**config.mk**
```make
export PLATFORM = sky130hd
export DESIGN_NAME = ex_muldiv_unit
export DESIGN_NICKNAME = d
export VERILOG_FILES = /design/src/rtl/ex_muldiv_unit.sv
export SDC_FILE = /design/constraint.sdc
export NUM_CORES = 1
export LEC_CHECK = 0
export BUFFER_PORTS_ARGS = -buffer_cell sky130_fd_sc_hd__buf_2
export CAP_MARGIN = 30
export CORE_MARGIN = 3
export CORE_UTILIZATION = 57
export CTS_BUF_LIST = sky130_fd_sc_hd__clkbuf_4 sky130_fd_sc_hd__clkbuf_8
export CTS_CLUSTER_DIAMETER = 100
export CTS_CLUSTER_SIZE = 24
export DETAILED_ROUTE_END_ITERATION = 16
export PLACE_DENSITY = 0.77
export SYNTH_ARGS = -nofsm -noshare
export SYNTH_HDL_FRONTEND = slang
export SYNTH_SLANG_ARGS = --single-unit
```
**constraint.sdc**
```tcl
create_clock -name clk_i -period 4.23 [get_ports clk_i]
set_clock_uncertainty 0.15 [all_clocks]
set_input_delay 0.846 -clock clk_i [delete_from_list [all_inputs] [get_ports clk_i]]
set_output_delay 0.846 -clock clk_i [all_outputs]
set_load 0.01 [all_outputs]
```
**src/rtl/ex_muldiv_unit.sv**
```systemverilog
// Iterative EX-stage multiply/divide unit: one result bit per cycle over WIDTH cycles,
// freezing the front of the pipeline via stall_o and handing the result to EX/MEM on done_o.
module ex_muldiv_unit #(
    parameter int WIDTH = 32,
    parameter int CNT_W = 6
) (
    input  logic             clk_i,
    input  logic             rst_n_i,
    input  logic             start_i,
    input  logic [1:0]       op_i,
    input  logic [WIDTH-1:0] rs_i,
    input  logic [WIDTH-1:0] rt_i,
    input  logic [4:0]       rd_addr_i,
    input  logic             kill_i,
    output logic             stall_o,
    output logic             busy_o,
    output logic             done_o,
    output logic [WIDTH-1:0] result_o,
    output logic [4:0]       rd_addr_o,
    output logic             regwrite_o
);

    typedef enum logic [1:0] {S_IDLE, S_CALC, S_DONE} state_e;

    localparam logic [1:0] OP_MUL  = 2'b00;
    localparam logic [1:0] OP_DIV  = 2'b01;
    localparam logic [1:0] OP_REM  = 2'b10;
    localparam logic [CNT_W-1:0] CNT_LAST = CNT_W'(WIDTH - 1);

    state_e           state_q, state_d;
    logic [CNT_W-1:0] cnt_q, cnt_d;
    logic [1:0]       op_q, op_d;
    logic [4:0]       rd_q, rd_d;
    // a: multiplicand (MUL) or dividend/quotient shift register (DIV*)
    // b: multiplier (MUL) or divisor magnitude (DIV*)
    // acc: product accumulator (MUL) or partial remainder (DIV*)
    logic [WIDTH-1:0] a_q, a_d, b_q, b_d, acc_q, acc_d;
    logic             neg_q, neg_d, dz_q, dz_d;
    logic [WIDTH-1:0] result_q, result_d;
    logic [4:0]       rd_addr_q, rd_addr_d;

    logic             rs_neg, rt_neg, ge;
    logic [WIDTH:0]   rem_shift, rem_sub;

    always_comb begin
        rs_neg    = (op_i == OP_DIV || op_i == OP_REM) && rs_i[WIDTH-1];
        rt_neg    = (op_i == OP_DIV || op_i == OP_REM) && rt_i[WIDTH-1];
        rem_shift = {acc_q, a_q[WIDTH-1]};
        rem_sub   = rem_shift - {1'b0, b_q};
        ge        = (rem_shift >= {1'b0, b_q});
    end

    always_comb begin
        state_d   = state_q;
        cnt_d     = cnt_q;
        op_d      = op_q;
        rd_d      = rd_q;
        a_d       = a_q;
        b_d       = b_q;
        acc_d     = acc_q;
        neg_d     = neg_q;
        dz_d      = dz_q;
        result_d  = result_q;
        rd_addr_d = rd_addr_q;

        case (state_q)
            S_IDLE: begin
                if (start_i && !kill_i) begin
                    state_d = S_CALC;
                    cnt_d   = '0;
                    op_d    = op_i;
                    rd_d    = rd_addr_i;
                    acc_d   = '0;
                    dz_d    = (rt_i == '0);
                    // Low word of a two's-complement product needs no sign handling.
                    if (op_i == OP_MUL) begin
                        a_d   = rs_i;
                        b_d   = rt_i;
                        neg_d = 1'b0;
                    end else begin
                        a_d   = rs_neg ? -rs_i : rs_i;
                        b_d   = rt_neg ? -rt_i : rt_i;
                        neg_d = (op_i == OP_REM) ? rs_neg : (rs_neg ^ rt_neg);
                    end
                end
            end
            S_CALC: begin
                cnt_d = cnt_q + 1'b1;
                if (op_q == OP_MUL) begin
                    acc_d = acc_q + (b_q[0] ? a_q : '0);
                    a_d   = a_q << 1;
                    b_d   = b_q >> 1;
                end else begin
                    a_d   = {a_q[WIDTH-2:0], ge};
                    acc_d = ge ? rem_sub[WIDTH-1:0] : rem_shift[WIDTH-1:0];
                end
                if (cnt_q == CNT_LAST) begin
                    state_d   = S_DONE;
                    rd_addr_d = rd_q;
                    if (op_q == OP_MUL)
                        result_d = acc_d;
                    else if (op_q == OP_REM)
                        result_d = neg_q ? -acc_d : acc_d;
                    else if (dz_q)
                        result_d = '1;
                    else
                        result_d = neg_q ? -a_d : a_d;
                end
            end
            S_DONE: state_d = S_IDLE;
            default: state_d = S_IDLE;
        endcase

        if (kill_i) begin
            state_d   = S_IDLE;
            result_d  = result_q;
            rd_addr_d = rd_addr_q;
        end
    end

    always_ff @(posedge clk_i) begin
        if (!rst_n_i) begin
            state_q   <= S_IDLE;
            cnt_q     <= '0;
            op_q      <= '0;
            rd_q      <= '0;
            a_q       <= '0;
            b_q       <= '0;
            acc_q     <= '0;
            neg_q     <= 1'b0;
            dz_q      <= 1'b0;
            result_q  <= '0;
            rd_addr_q <= '0;
        end else begin
            state_q   <= state_d;
            cnt_q     <= cnt_d;
            op_q      <= op_d;
            rd_q      <= rd_d;
            a_q       <= a_d;
            b_q       <= b_d;
            acc_q     <= acc_d;
            neg_q     <= neg_d;
            dz_q      <= dz_d;
            result_q  <= result_d;
            rd_addr_q <= rd_addr_d;
        end
    end

    assign stall_o    = (state_q == S_IDLE && start_i && !kill_i) || (state_q == S_CALC);
    assign busy_o     = (state_q != S_IDLE);
    assign done_o     = (state_q == S_DONE);
    assign regwrite_o = done_o;
    assign result_o   = result_q;
    assign rd_addr_o  = rd_addr_q;

endmodule

```
After elaboration in Yosys (flattened, before gate mapping)
Cells that the tools add are included.
- word-level logic and storage cells: 80
- output and inout bits: 41
- bits in registers: 150
- equality and inequality tests: 9
- add/sub/neg operators: 7
- reductions and logical operators: 20
- muxes and demuxes: 29
- bitwise logic cells: 3
- magnitude comparators: 1
- operators by type and width (cell ; count):
    $mux 32 ; 18
    $pmux 32 s2 ; 3
    $neg 32->32 ; 4
    $ge 33x32->1 ; 1
    $add 32x32->32 ; 1
    $logic_not 32->1 ; 1
    $sub 32x32->32 ; 1
    $pmux 6 s2 ; 1
    $add 6x1->6 const B ; 1
    $eq 2x2->1 const B ; 3
    $eq 6x5->1 const B ; 1
    $logic_not 2->1 ; 3
    $mux 6 ; 1
    $ne 2x2->1 const B ; 3
    $reduce_and 2->1 ; 3
    $reduce_and 3->1 ; 2
    $logic_and 1x1->1 ; 5
    $eq 2x1->1 const B ; 2
    $mux 2 ; 2
    $pmux 2 s2 ; 1
    $reduce_bool 2->1 ; 2
    $mux 1 ; 3
    $logic_or 1x1->1 ; 2
    $not 1->1 ; 2
    other kinds (3) ; 3

Longest topological paths before layout
- word-level depth: 8
- mapped depth: 19

Least setup slack after synthesis
No wires, ideal clock.
- path kind: register to register
- start: register b_q[0]
- end: register result_q[28], in the netlist result_o[28]
- arrival time: 3.739 ns
- cell stages (with the launch flop): 16
- buffers on the path: 0
- path slack: 0.221 ns
- period minus slack after synthesis: 4.009 ns
- cell sequence: dfxtp_1 ha_1 inv_1 fa_1 a211oi_1 nor3_1 o311ai_1 nand2_1 xor2_1 a222oi_1 o21ai_2 nor4_4 nand3_4 o31ai_4 nor4_1 a211o_1
- longest elaborated chain between the ends: 8
- RTL lines (element ; RTL line ; source):
    start: declaration ; 37 ; logic [WIDTH-1:0] a_q, a_d, b_q, b_d, acc_q, acc_d;
    start signal: assignment ; 128 ; b_q <= '0;
    start signal: assignment ; 140 ; b_q <= b_d;
    $sub 32x32->32 (tied with other cells) ; 49 ; rem_sub = rem_shift - {1'b0, b_q};
    $mux 32 (tied with other cells) ; 95 ; acc_d = ge ? rem_sub[WIDTH-1:0] : rem_shift[WIDTH-1:0];
    $mux 32, on equally long branches ; 89, 66 ;
    $mux 32 or $neg 32->32 (tied branches) ; 66, 107 ;
    $neg 32->32 or $mux 32 (tied branches) ; 103, 107 ;
    $mux 32, on equally long branches ; 103, 104 ;
    $mux 32 ; 102 ; else if (op_q == OP_REM)
    $mux 32 (*) ; 100 ; if (op_q == OP_MUL)
    end signal: assignment ; 144 ; result_q <= result_d;
    end: declaration ; 39 ; logic [WIDTH-1:0] result_q, result_d;
Mark *: on every way between the ends. The rest lies on a longest branch, timed or not. The select of a mux whose other input is x is not followed.
A chain may end at the register's enable or synchronous reset.

Worst setup path in the final report
- start: register a_q[31]
- end: register result_q[28], in the netlist result_o[28]
- longest elaborated chain between the ends: 8
- RTL lines (element ; RTL line ; source):
    start: declaration ; 37 ;
    start signal: assignment ; 127 ; a_q <= '0;
    start signal: assignment ; 139 ; a_q <= a_d;
    $sub 32x32->32 or $ge 33x32->1 (tied branches) ; 49, 50 ;
    $mux 32 or $mux 1 (tied branches) ; 95, 89 ;
    $mux 32, on equally long branches ; 89, 66 ;
    $mux 32 or $neg 32->32 (tied branches) ; 66, 107 ;
    $neg 32->32 or $mux 32 (tied branches) ; 103, 107 ;
    $mux 32, on equally long branches ; 103, 104 ;
    $mux 32 ; 102 ;
    $mux 32 (*) ; 100 ;
Marks and branches as above.

==> metrics.md <==
| Metric | Value |
|---|---|
| Sequential area share after synthesis | `21.3%` |
| # rows | `56` |
| TritonCTS Buffers | `17` |
| Clock power share | `26.5%` |
| Power per cell area | `257 nW/um^2` |
| CTS tree | `yes` |
| Non-Filler Instances | `2518` |
| Crit Path Class | `flop to flop` |
| Max VDD drop | `0.000170 V` |
| Most frequent cells in the layout | `252 x buf_4, 149 x nand2_1, 147 x o21ai_0` |
| Initial antenna violation count | `0` |
| Main synth FF type | `dfxtp_1` |
| Clock Sinks | `150` |
| Startpoint type of the worst setup path | `flop` |
| Hold Vio Cnt, Final | `0` |
| Syn Inst Count | `1914` |
| Met3 wire length | `4170 microns` |
| Worst Path Max Fanout | `4` |
| Final #Nets | `2334` |
| H-tree lvl count | `4` |
| Initial Util | `58.9%` |
| Clock latency at the later pin of the worst-skew pair | `0.51 ns` |
| Setup ws final | `-0.0769 ns` |
| Yosys cell types | `95` |
| Slew Viols, Final | `0` |
| Global-route wire length before repair | `78500 microns` |
| Syn Area/Cell | `7.35 sq um` |
| Setup crit end kind | `flop` |
| Total gr overflow | `0` |
| Ys async rst share | `0%` |
| Syn_nets | `2062` |
| Gpl congestion | `1.04` |
| Period minus WS final | `4.31 ns` |
| Cell Area, Synth | `14100 sq um` |
| Status | `complete, but fails checks` |
| Failing checks | `setup timing` |
| Number of global-route vias before repair | `14733` |
| Total of warnings raised by yosys | `0` |
| Layout cells sized above 1 | `27.5%` |
| Flops & latches, synth | `150` |
| Number of remaining DRC errors | `0` |
| Core area | `23900 sq um` |
| Setup TNS | `-0.249 ns` |
| Final Setup Violations | `5` |
| Initial drt markers | `1977` |
| Required @ worst endpoint | `4.49 ns` |
| Post-CTS Hold Buffers | `0` |
| DIE AREA | `26600 sq um` |
| Final period util | `102%` |
| NetSw | `1.85 mW` |
| Actual slew at the worst max-slew pin | `0.863 ns` |
| DR top layer | `met4` |
| # Max-Cap Violations | `0` |
| Worst Hold Class | `flop to flop` |
| Clk slew on worst S/H paths | `0.11 ns` |
| Post-route ant nets | `0` |
| Die span in x | `163 microns` |
| Area growth syn-to-layout | `28.1%` |
| # diodes | `0` |
| Buffer depth of the longest clock path | `2` |
| P_int | `2.78 mW` |
| Cell area after layout | `18000 sq um` |
| Port Buf Inserts | `115` |
| Most common cell after layout, fill and taps aside | `buf_4` |
| Data arrival, critical path | `4.57 ns` |
| Max-Slew Margin vs Limit | `42.5%` |
| M1 wire length | `21100 microns` |
| Largest net degree at the start of global routing | `79` |
| WL final | `52600 microns` |
| Die Ht | `163 microns` |
| Maximum clock rate | `232 MHz` |
| Drt pass-1 iters | `6` |
| Via count | `16323` |
| CTS root buf | `clkbuf_8` |
| Via/cell ratio | `6.48` |
| R2R setup slack | `-0.08 ns` |
| DR WL met2 | `24300 microns` |
| Area post-placement | `16200 sq um` |
| Sw frac | `39.9%` |
| Sequential share of power | `32.9%` |
| GR Util All Layers | `37.0%` |
| RSZ-0062 raised after global routing | `yes` |
| Wire per inst | `20.9 microns` |
| I/O pins | `116` |
| Post-synth EDFFs | `0` |
| Final Util | `75.4%` |
| P_leak | `7.55 nW` |
| Comb power frac | `40.7%` |
| Cell count after placement | `2439` |
| DP HPWL | `38200 microns` |
==> synth_stat cells, types with 6 or more instances <==
cell type / count / share of area, %
o21a_1: 19 / 1.0
nor2b_1: 70 / 3.1
o211ai_1: 12 / 0.64
or3_1: 24 / 1.1
ha_1: 71 / 6.3
and2_1: 90 / 4.0
o31ai_1: 25 / 1.3
a31oi_1: 25 / 1.1
xor2_1: 64 / 4.0
nand2b_1: 16 / 0.71
o22ai_1: 8 / 0.36
nand4_1: 18 / 0.80
clkbuf_1: 98 / 2.6
inv_1: 63 / 1.7
xnor2_1: 85 / 5.3
a21o_1: 23 / 1.2
nand3_1: 43 / 1.5
and3_1: 18 / 0.80
or4_1: 12 / 0.64
buf_2: 13 / 0.46
o221ai_1: 8 / 0.50
nor2_1: 138 / 3.7
nor3_1: 34 / 1.2
a311oi_1: 9 / 0.56
mux2i_1: 7 / 0.50
a221oi_1: 7 / 0.44
nand2_1: 154 / 4.1
o21ai_1: 6 / 0.21
nor4_1: 16 / 0.71
a211o_1: 9 / 0.56
dfxtp_1: 150 / 21
o41ai_1: 20 / 1.2
or2_2: 9 / 0.40
a22oi_1: 59 / 3.1
o21ai_0: 154 / 5.5
o21bai_1: 11 / 0.59
a21boi_0: 25 / 1.3
a211oi_1: 39 / 2.1
a21oi_1: 154 / 5.5
==> path summary, 6_finish.rpt <==
kind | end | cells past startpoint | start
worst min-delay path | rd_q[0] | 2 | rd_q[0]
worst max register to register | result_o[28] | 20 | a_q[31]
worst max-delay path | result_o[28] | 20 | a_q[31]
worst min register to register | rd_q[0] | 2 | rd_q[0]
==> critical path, cell delays in order (launching register included) <==
cell and delay (ns):
dfxtp_4 0.38, inv_1 0.11, ha_4 0.15, inv_1 0.05, fa_1 0.43, a211oi_2 0.26, nor3_1 0.13, o311ai_1 0.29
buf_4 0.18, nand2_1 0.06, xor2_1 0.16, a222oi_1 0.35, buf_4 0.22, o21ai_4 0.08, nor4_4 0.24, buf_4 0.17
buf_4 0.11, nand3_4 0.10, o31ai_4 0.28, nor4_2 0.07, a211o_1 0.25
==> metrics by stage <==
stage / power, mW / hold WS, ns / setup WS [ns]
after floorplan: 2.50 / 0.286 / 0.221
after global routing: 4.81 / 0.340 / -0.198
after CTS: 4.36 / 0.323 / -0.0220
final: 4.63 / 0.324 / -0.0769
after global placement: 3.06 / 0.301 / -0.171
after detailed placement: 3.08 / 0.298 / -0.238
==> routing by layer <==
layer  up-vias  track usage, %
met5         -               0
met4         0            18.1
met3       197            5.81
met2       849            60.2
met1      7720            47.9
li1       7557               -
==> state kept, by name (all words and copies together), names as in the netlist <==
| name | flops |
|---|---|
| a_q | 32 |
| result_o | 32 |
| state_q | 2 |
| cnt_q | 6 |
| rd_addr_o | 5 |
| neg_q | 1 |
| dz_q | 1 |
| op_q | 2 |
| rd_q | 5 |
| acc_q | 32 |
| b_q | 32 |
==> layout make-up <==
type	count	area, sq um
inverter	64	243
clock buffer	18	248
tap	319	399
fill	1919	5870
multi-input combinational	1574	11300
clock inverter	14	156
timing repair buffer	379	2630
sequential	150	3040
==> cell families (layout without fill, tap and decap cells) <==
logic type | Yosys count | after routing | synth area share (%)
AOI/OAI and AO/OA | 672 | 672 | 31.7
xor gates and xnor gates | 149 | 149 | 9.28
adders and majority gates | 73 | 73 | 6.60
buffers and inverters | 190 | 475 | 5.53
DFF | 150 | 150 | 21.3
muxes | 8 | 8 | 0.578
and+or+nand+nor | 672 | 672 | 25.0
==> power groups by stage <==
stage | clock (mW) | sequential, mW | combinational, mW
after floorplan | 0 | 1.53 | 0.968
after global placement | 0 | 1.55 | 1.51
after detailed placement | 0 | 1.55 | 1.53
after CTS | 1.23 | 1.52 | 1.61
after global routing | 1.29 | 1.53 | 2.00
final | 1.23 | 1.52 | 1.88
==> what timing repair did <==
action,CTS,global route
endpoints found under the hold margin,0,0
setup endpoints to repair,22,27
pin swaps,14,51
gates resized for setup,38,171
setup buffers,11,35
Power figures use the tool's default switching activity.
